===== src/rtl/digit_store_n_if.sv =====
// Keypad-to-digit-store bundle: keypad side drives digit/valid/clear/backspace,
// the store returns its digits and status.
interface digit_store_n_if #(
    parameter int DIGITS  = 4,
    parameter int DIGIT_W = 4
);
    localparam int CNT_W = $clog2(DIGITS + 1);

    logic [DIGIT_W-1:0]        digit;
    logic                      valid;
    logic                      clear;
    logic                      backspace;
    logic [DIGITS*DIGIT_W-1:0] out;
    logic [DIGITS-1:0]         digitsToDisplay;
    logic                      storageFull;
    logic                      overflow;
    logic [CNT_W-1:0]          count;

    modport master (
        output digit, valid, clear, backspace,
        input  out, digitsToDisplay, storageFull, overflow, count
    );

    modport slave (
        input  digit, valid, clear, backspace,
        output out, digitsToDisplay, storageFull, overflow, count
    );
endinterface


===== src/rtl/digit_store_n.sv =====
// Calculator-style keypad digit store: newest digit in slot 0, edge-qualified
// entry/backspace, overflow pulse. Optional idle auto-clear: DIGITSTORE_TIMEOUT_EN.
module digit_store_n #(
    parameter int DIGITS         = 4,
    parameter int DIGIT_W        = 4,
    parameter int TIMEOUT_CYCLES = 50000000
) (
    input  logic             clk,
    input  logic             reset,
    digit_store_n_if.slave   bus
);
    localparam int CNT_W = $clog2(DIGITS + 1);

    logic [DIGIT_W-1:0] slot_reg  [DIGITS];
    logic [DIGIT_W-1:0] slot_next [DIGITS];
    logic [CNT_W-1:0]   count_reg, count_next;
    logic               valid_q_reg, backspace_q_reg;
    logic               overflow_reg, overflow_next;
    logic               dig_ev, bs_ev;
    logic               timeout_hit;

    assign dig_ev = bus.valid & ~valid_q_reg;
    assign bs_ev  = bus.backspace & ~backspace_q_reg;

    always_comb begin
        slot_next     = slot_reg;
        count_next    = count_reg;
        overflow_next = 1'b0;
        if (bus.clear || timeout_hit) begin
            for (int i = 0; i < DIGITS; i++) slot_next[i] = '0;
            count_next = '0;
        end else if (bs_ev) begin
            if (count_reg != '0) begin
                for (int i = 0; i < DIGITS - 1; i++) slot_next[i] = slot_reg[i+1];
                slot_next[DIGITS-1] = '0;
                count_next = count_reg - CNT_W'(1);
            end
        end else if (dig_ev) begin
            if (count_reg < CNT_W'(DIGITS)) begin
                for (int i = DIGITS - 1; i > 0; i--) slot_next[i] = slot_reg[i-1];
                slot_next[0] = bus.digit;
                count_next = count_reg + CNT_W'(1);
            end else begin
                overflow_next = 1'b1;
            end
        end
    end

    // Edge history keeps tracking during clear so a held key cannot re-fire on release.
    always_ff @(posedge clk or negedge reset) begin
        if (!reset) begin
            for (int i = 0; i < DIGITS; i++) slot_reg[i] <= '0;
            count_reg       <= '0;
            valid_q_reg     <= 1'b0;
            backspace_q_reg <= 1'b0;
            overflow_reg    <= 1'b0;
        end else begin
            slot_reg        <= slot_next;
            count_reg       <= count_next;
            valid_q_reg     <= bus.valid;
            backspace_q_reg <= bus.backspace;
            overflow_reg    <= overflow_next;
        end
    end

`ifdef DIGITSTORE_TIMEOUT_EN
    localparam int IDLE_W = (TIMEOUT_CYCLES > 1) ? $clog2(TIMEOUT_CYCLES) : 1;

    logic [IDLE_W-1:0] idle_reg, idle_next;

    // Any user activity restarts the window; an empty store never times out.
    always_comb begin
        idle_next   = '0;
        timeout_hit = 1'b0;
        if (count_reg != '0 && !(bus.clear || bs_ev || dig_ev)) begin
            if (idle_reg == IDLE_W'(TIMEOUT_CYCLES - 1)) timeout_hit = 1'b1;
            else                                         idle_next   = idle_reg + IDLE_W'(1);
        end
    end

    always_ff @(posedge clk or negedge reset) begin
        if (!reset) idle_reg <= '0;
        else        idle_reg <= idle_next;
    end
`else
    assign timeout_hit = 1'b0;
`endif

    genvar gi;
    generate
        for (gi = 0; gi < DIGITS; gi++) begin : g_slot
            assign bus.out[gi*DIGIT_W +: DIGIT_W] = slot_reg[gi];
            assign bus.digitsToDisplay[gi]        = (count_reg > CNT_W'(gi));
        end
    endgenerate

    assign bus.count       = count_reg;
    assign bus.storageFull = (count_reg == CNT_W'(DIGITS));
    assign bus.overflow    = overflow_reg;
endmodule


===== src/flat_wrapper.sv =====
// flat-port wrapper written by rule: the top's interface ports become plain ports
module digit_store_n_flat 
#(
    parameter int DIGITS         = 4,
    parameter int DIGIT_W        = 4,
    parameter int TIMEOUT_CYCLES = 50000000
)
  (clk, reset, bus_digit, bus_valid, bus_clear, bus_backspace, bus_out, bus_digitsToDisplay, bus_storageFull, bus_overflow, bus_count);
  digit_store_n_if #(.DIGITS(DIGITS), .DIGIT_W(DIGIT_W)) bus_i ();
  input  logic clk;
  input  logic reset;
  input wire logic [$bits(bus_i.digit)-1:0] bus_digit;
  input wire logic [$bits(bus_i.valid)-1:0] bus_valid;
  input wire logic [$bits(bus_i.clear)-1:0] bus_clear;
  input wire logic [$bits(bus_i.backspace)-1:0] bus_backspace;
  output wire logic [$bits(bus_i.out)-1:0] bus_out;
  output wire logic [$bits(bus_i.digitsToDisplay)-1:0] bus_digitsToDisplay;
  output wire logic [$bits(bus_i.storageFull)-1:0] bus_storageFull;
  output wire logic [$bits(bus_i.overflow)-1:0] bus_overflow;
  output wire logic [$bits(bus_i.count)-1:0] bus_count;
  assign bus_i.digit = bus_digit;
  assign bus_i.valid = bus_valid;
  assign bus_i.clear = bus_clear;
  assign bus_i.backspace = bus_backspace;
  assign bus_out = bus_i.out;
  assign bus_digitsToDisplay = bus_i.digitsToDisplay;
  assign bus_storageFull = bus_i.storageFull;
  assign bus_overflow = bus_i.overflow;
  assign bus_count = bus_i.count;
  digit_store_n #(.DIGITS(DIGITS), .DIGIT_W(DIGIT_W), .TIMEOUT_CYCLES(TIMEOUT_CYCLES)) u_core (.clk(clk), .reset(reset), .bus(bus_i));
endmodule

===== config.mk =====
export PLATFORM = sky130hd
export DESIGN_NAME = digit_store_n_flat
export DESIGN_NICKNAME = d
export VERILOG_FILES = /design/src/rtl/digit_store_n_if.sv /design/src/rtl/digit_store_n.sv /design/src/flat_wrapper.sv
export SDC_FILE = /design/constraint.sdc
export NUM_CORES = 1
export LEC_CHECK = 0
export ABC_AREA = 1
export CORE_MARGIN = 5
export CORE_UTILIZATION = 45
export CTS_CLUSTER_DIAMETER = 200
export DETAILED_ROUTE_END_ITERATION = 16
export DONT_BUFFER_PORTS = 1
export PLACE_DENSITY_LB_ADDON = 0.25
export SLEW_MARGIN = 30
export SYNTH_ARGS = -nofsm -noshare
export SYNTH_HDL_FRONTEND = slang
export SYNTH_SLANG_ARGS = --single-unit

===== constraint.sdc =====
create_clock -name clk -period 2.2 [get_ports clk]
set_input_delay 0.11 -clock clk [delete_from_list [all_inputs] [get_ports clk]]
set_output_delay 0.11 -clock clk [all_outputs]
set_load 0.005 [all_outputs]

==> results.json, run 1 <==
{
  "hold-worst-slack_ns": 0.0248,
  "grt.overflow.total": 0,
  "synth_enable_flop_cells": 0,
  "power.static_leakage_nw": 0.775,
  "io_pins": 34,
  "hold_buffers_post_cts": 4,
  "cts-htree-levels": 1,
  "rsz0062_at_grt": "no",
  "ys_dominant_reg_cell": "dfrtp_1",
  "place_hpwl_um": 2170,
  "status": "completed",
  "vias": 1163,
  "tightestPinTransition_ns": 0.495,
  "skew_ns": 0.00401,
  "clock_tree_from_tritoncts": "built",
  "worst_r2r_startpoint": "u_core.bus.count[0]$_DFFE_PN0P_",
  "postRouteWirelength_um": 3120,
  "synthToLayoutAreaGrowth_pct": 6.06,
  "cts_buffer_depth": 2,
  "p_per_cell_area_nw_per_um2": 662,
  "worst_hold_path_type": "input port to flip-flop",
  "post_cts_resized": 0,
  "ys_warn_count": 0,
  "layout.cells.most_common_list": "nand2_1, dfrtp_1, nand3_1",
  "irDropWorstVdd_uv": 349,
  "firstDrtPassIters": 4,
  "setup-tns-final_ns": 0,
  "async_flop_share": 1.00,
  "ff_to_ff_end": "u_core.bus.out[4]$_DFFE_PN0P_",
  "cts_setup_buffers": 0,
  "die_width_um": 63.8,
  "synthCells": 177,
  "die_footprint_sq_um": 4070,
  "detail_route.vias_per_cell": 5.54,
  "detail_route.wl_per_cell_um": 14.8,
  "post_synth.cell_area_avg_sq_um": 7.35,
  "synth.largest_area_cell": "dfrtp_1",
  "final_layout_size_suffix_gt1_frac": 0.0726,
  "fin_crit_ns": 1.73,
  "cts.sinks": 22,
  "hold_path_startpoint": "bus_digit[2]",
  "setup.worst_path.start_class": "flip-flop",
  "finalWeightedCongestion": 0.798,
  "yosysSeqAreaShare": 0.423,
  "antenna_found_initial": 0,
  "numCtsBuffers": 3,
  "cp.required_ns": 2.46,
  "synth_area_sq_um": 1300,
  "synth.lib_cells_used.distinct": 21,
  "finalCoreUtilization": 0.500,
  "cts.reportedPaths.clkPinSlew_ns": 0.13,
  "grt_first_pass_wirelength_um": 5220,
  "antenna_left": 0,
  "antenna_cell_count": 0,
  "count_of_unresolved_drc_violations_after_routing": 0,
  "synth.top_cell.area_share": 0.423,
  "drv_cap": 0,
  "max-slew-margin-rel": 0.670,
  "final.period_utilization": 0.784,
  "critical_path.endpoint_type": "flip-flop",
  "gr-usage-all-layers": 0.158,
  "leading_cell_type_in_the_layout_fill_and_taps_excluded": "nand2_1",
  "finalNetCount": 195,
  "worstRegToRegCells": 7,
  "starting_utilization_of_the_core_area": 0.472,
  "slew_violations": 0,
  "synth_fp_nets": 192,
  "max_freq_mhz": 580,
  "crit_path_kind": "flip-flop to flip-flop",
  "clk_latency_ns": 0.31,
  "row_count": 19,
  "largest_register_ffs": 16,
  "critical_path_arrival_ns": 1.98,
  "holdPathStages": 4,
  "timing_hold_violations_final": 0,
  "worst-r2r-setup-slack_ns": 0.47,
  "floorplan_core_area_sq_um": 2760,
  "postLayoutCellArea_sq_um": 1380,
  "drt_first_iter_violations": 64,
  "die_y_um": 63.8,
  "cts.root.buffer_cell": "clkbuf_4",
  "dpl_cell_area_sq_um": 1300,
  "critical_path_peak_fanout": 13,
  "nFillCells": 272,
  "ys_seq_elements": 22,
  "ys_top_cells_by_area": "dfrtp_1, nand2_1, nand3_1",
  "min_to": "u_core.bus.out[2]$_DFFE_PN0P_",
  "first_global_vias": 1080,
  "grt_max_degree": 23,
  "setup_viol_count_final": 0,
  "portBuffers": 0
}
layout make-up:
class	count	area, sq um	area share
Multi-Input combinational cell	136	657	0.476
Tap cell	31	38.8	0.0281
Clock buffer	4	36.3	0.0263
Inverter	10	37.5	0.0272
Timing Repair Buffer	7	60.1	0.0435
Sequential cell	22	551	0.399
critical path, stage by stage, from the launching register on:
cell,delay [ns]
dfrtp_1,0.48
inv_1,0.15
ha_1,0.23
nand2_1,0.12
nand2_1,0.08
nand2_1,0.35
nand4_1,0.17
nand2_1,0.09
how the worst max path moves through the flow:
stage	startpoint	end	cells after the start
finish	u_core.bus.count[0]$_DFFE_PN0P_	u_core.bus.out[4]$_DFFE_PN0P_	7
global placement	u_core.bus.count[0]$_DFFE_PN0P_	u_core.bus.out[1]$_DFFE_PN0P_	7
global route	u_core.bus.count[0]$_DFFE_PN0P_	u_core.bus.out[5]$_DFFE_PN0P_	7
floorplan	u_core.bus.count[0]$_DFFE_PN0P_	u_core.bus.out[4]$_DFFE_PN0P_	9
detailed placement	u_core.bus.count[0]$_DFFE_PN0P_	u_core.bus.out[5]$_DFFE_PN0P_	7
CTS	u_core.bus.count[0]$_DFFE_PN0P_	u_core.bus.out[5]$_DFFE_PN0P_	7
per-layer routing:
metal  routed length, um  part of all wire  global-route usage  vias up
met5                   0                 0                   0        -
met4                  54             0.017              0.0545        0
met3                 240             0.077              0.0508        6
met2                1430              0.46               0.250       41
met1                1390              0.44               0.204      536
li1                    -                 -                   -      580
cell families (layout without fill, tap and decap cells):
logic type	Yosys count	in the layout	share of synthesized area
flip-flops	22	22	0.423
adder cells (fa/ha/maj)	6	6	0.0577
buffers and inverters	19	21	0.0721
AND/OR/NAND/NOR	125	125	0.424
AO/OA/AOI/OAI	5	5	0.0231
synth_stat cells, types with 2 or more instances:
master,n
buf_2,3
buf_6,2
nand3_1,21
nand2_1,77
nand4_1,13
ha_1,6
inv_1,7
nor2_1,10
o21ai_0,2
inv_2,3
clkbuf_1,2
dfrtp_1,22
power by group:
group	total, mW	internal [mW]	switching [mW]
combinational	0.224	0.0695	0.154
clock	0.229	0.101	0.128
sequential	0.461	0.426	0.0347
total	0.913	0.597	0.317
per-stage QoR:
stage / setup slack (ns) / std cells / power [mW]
after floorplan: 0.776 / 177 / 0.641
after global placement: 0.567 / 201 / 0.672
after detailed placement: 0.485 / 201 / 0.680
after CTS: 0.459 / 209 / 0.918
after global routing: 0.265 / 210 / 0.976
final: 0.475 / 210 / 0.913
No activity file was read; power rests on OpenSTA's default activity.
==> inputs of run 2 (changes only) <==
ABC_AREA = 0   (was 1)
clock period = 1.6 ns   (was 2.2 ns; I/O delays follow)
==> results.json, run 2 <==
{
  "seqPwrFrac": 0.528,
  "irDropWorstVdd_uv": 667,
  "ys_top_cells_by_area": "dfrtp_1, ha_1, a21oi_1",
  "skew_ns": 0.0123,
  "antenna_cell_count": 0,
  "synth_enable_flop_cells": 0,
  "synth.top_cell.area_share": 0.485,
  "async_flop_share": 1.00,
  "numCtsBuffers": 3,
  "max_freq_mhz": 658,
  "slew_violations": 0,
  "power.internal_uw": 859,
  "synth.largest_area_cell": "dfrtp_1",
  "finalNetCount": 144,
  "first_global_vias": 921,
  "setup-tns-final_ns": 0,
  "gr-usage-all-layers": 0.154,
  "worstRegToRegCells": 5,
  "leading_cell_type_in_the_layout_fill_and_taps_excluded": "dfrtp_1",
  "cts_buffer_depth": 2,
  "synthCells": 111,
  "grt.overflow.total": 0,
  "rsz0062_at_grt": "no",
  "startpoint": "u_core.valid_q_reg$_DFF_PN0_",
  "ys_seq_elements": 22,
  "clk_latency_ns": 0.31,
  "yosysSeqAreaShare": 0.485,
  "critical_path_peak_fanout": 6,
  "cts-htree-levels": 1,
  "antenna_found_initial": 0,
  "p_per_cell_area_nw_per_um2": 928,
  "vias": 908,
  "fin_total_pwr_mw": 1.23,
  "portBuffers": 0,
  "cp.required_ns": 1.80,
  "drt_first_iter_violations": 28,
  "worst_hold_path_type": "input port to flip-flop",
  "final.period_utilization": 0.950,
  "final_layout_size_suffix_gt1_frac": 0.219,
  "clock_tree_from_tritoncts": "built",
  "max-slew-margin-rel": 0.673,
  "place_hpwl_um": 1910,
  "cts.sinks": 22,
  "antenna_left": 0,
  "layout.cells.most_common_list": "dfrtp_1, a21oi_1, buf_4",
  "holdPathStages": 2,
  "crit_path_kind": "flip-flop to flip-flop",
  "power.switching_fraction": 0.301,
  "timing_hold_violations_final": 0,
  "cts_setup_buffers": 0,
  "die_width_um": 60.2,
  "p_clk_frac": 0.251,
  "postRouteWirelength_um": 2620,
  "starting_utilization_of_the_core_area": 0.462,
  "synth_common_cells": "dfrtp_1, a21oi_1, nor2_1",
  "wl_met2_um": 1290,
  "worst_r2r_startpoint": "u_core.valid_q_reg$_DFF_PN0_",
  "tightestPinTransition_ns": 0.491,
  "switchingPower_uw": 370,
  "status": "completed",
  "floorplan_core_area_sq_um": 2450,
  "setup_viol_count_final": 0,
  "hold-worst-slack_ns": 0.0169,
  "io_pins": 34,
  "synthToLayoutAreaGrowth_pct": 16.8,
  "ys_dominant_reg_cell": "dfrtp_1",
  "drv_cap": 0,
  "path_cells": "nand2b_1 -> or3_1 -> buf_4 -> o221ai_1 -> nor2_1",
  "met3WireLength_um": 199,
  "ys_warn_count": 0,
  "die_footprint_sq_um": 3630,
  "detail_route.vias_per_cell": 5.75,
  "count_of_unresolved_drc_violations_after_routing": 0,
  "cts.reportedPaths.clkPinSlew_ns": 0.11,
  "largest_register_ffs": 16,
  "power.combinational.fraction": 0.221,
  "synth_most_common_cell": "dfrtp_1",
  "detail_route.wl_per_cell_um": 16.6,
  "cts.root.buffer_cell": "clkbuf_4",
  "slowest_cell_on_the_critical_path": "or3_1",
  "finalWeightedCongestion": 0.829,
  "grt_max_degree": 23,
  "critical_path_arrival_ns": 1.72,
  "critical_path.endpoint_type": "flip-flop",
  "synth.lib_cells_used.distinct": 24,
  "die_y_um": 60.2,
  "hold_path_startpoint": "bus_digit[3]",
  "grt_first_pass_wirelength_um": 4180,
  "firstDrtPassIters": 4,
  "power.static_leakage_nw": 0.587,
  "route.top_layer_used": "met4",
  "synth_fp_nets": 126,
  "synth_area_sq_um": 1130,
  "drt-met1-wl_um": 1100,
  "fin_crit_ns": 1.52,
  "cpPeakStageDelay_ns": 0.40,
  "setup.worst_path.start_class": "flip-flop",
  "post_synth.cell_area_avg_sq_um": 10.2,
  "row_count": 18
}
-- run 2: cell types whose count changed in the layout (fill, tap and decap cells not counted), moves of 5 or more --
cell	change
o221ai_1	+5
nand3_1	-16
nor3_1	+9
nand4_1	-13
buf_4	+10
nand2_1	-72
a21oi_1	+13
-- run 2: path summary, 6_finish.rpt --
path | endpoint | slack (ns)
max in group asynchronous | u_core.bus.out[2]$_DFFE_PN0P_ | 1.01
worst max-delay path | u_core.bus.out[7]$_DFFE_PN0P_ | 0.08
worst min-delay path | u_core.bus.out[3]$_DFFE_PN0P_ | 0.02
worst min register to register | u_core.bus.out[1]$_DFFE_PN0P_ | 0.58
worst max register to register | u_core.bus.out[7]$_DFFE_PN0P_ | 0.08
min in group asynchronous | u_core.bus.overflow$_DFF_PN0_ | 0.24
-- run 2: layout make-up --
| type | instances | area (sq um) |
|---|---|---|
| inverters | 7 | 26.3 |
| well taps | 30 | 37.5 |
| fillers | 232 | 1130 |
| flip-flops and latches | 22 | 551 |
| repair buffers | 20 | 165 |
| multi-input cells | 75 | 509 |
| clock buffers | 4 | 36.3 |
-- run 2: what timing repair did --
| action | CTS | global route |
|---|---|---|
| setup endpoints to repair | 0 | 8 |
| endpoints found under the hold margin | 37 | 23 |
| resized for setup | 0 | 2 |
| hold buffers | 6 | 2 |
-- run 2: per-stage QoR --
stage / instance area [sq um] / util / cells / setup slack, ns
after floorplan: 1130 / - / 111 / 0.0611
after global placement: 1210 / 0.493 / 146 / 0.0890
after detailed placement: 1210 / 0.493 / 146 / 0.0915
after CTS: 1310 / 0.532 / 156 / 0.0758
after global routing: 1330 / 0.540 / 158 / 0.00515
final: 1330 / 0.540 / 158 / 0.0805
-- run 2: logic make-up after synthesis --
kind of cell | share of synthesized area
multiplexers | 0.00882
buffers and inverters | 0.0694
AND/OR/NAND/NOR | 0.171
adder cells (fa/ha/maj) | 0.0662
flip-flops | 0.485
AO/OA/AOI/OAI | 0.200
-- run 2: power by group through the flow --
stage                     sequential, mW  combinational (mW)  clock [mW]
after global routing               0.658               0.304       0.343
after CTS                          0.650               0.270       0.316
after global placement             0.659               0.235           0
after floorplan                    0.656               0.171           0
final                              0.649               0.272       0.308
after detailed placement           0.661               0.242           0
-- run 2: critical path: cells and delay by family (launching register included) --
kind,cells,cell delay (ns)
flops,1,0.37
buf+inv,1,0.19
simple gates,3,0.67
compound gates,1,0.19
-- run 2: layer usage --
| layer | global-route usage | up-vias |
|---|---|---|
| met2 | 0.248 | 30 |
| met5 | 0 | - |
| met4 | 0.0506 | 0 |
| li1 | - | 432 |
| met1 | 0.183 | 442 |
| met3 | 0.0670 | 4 |
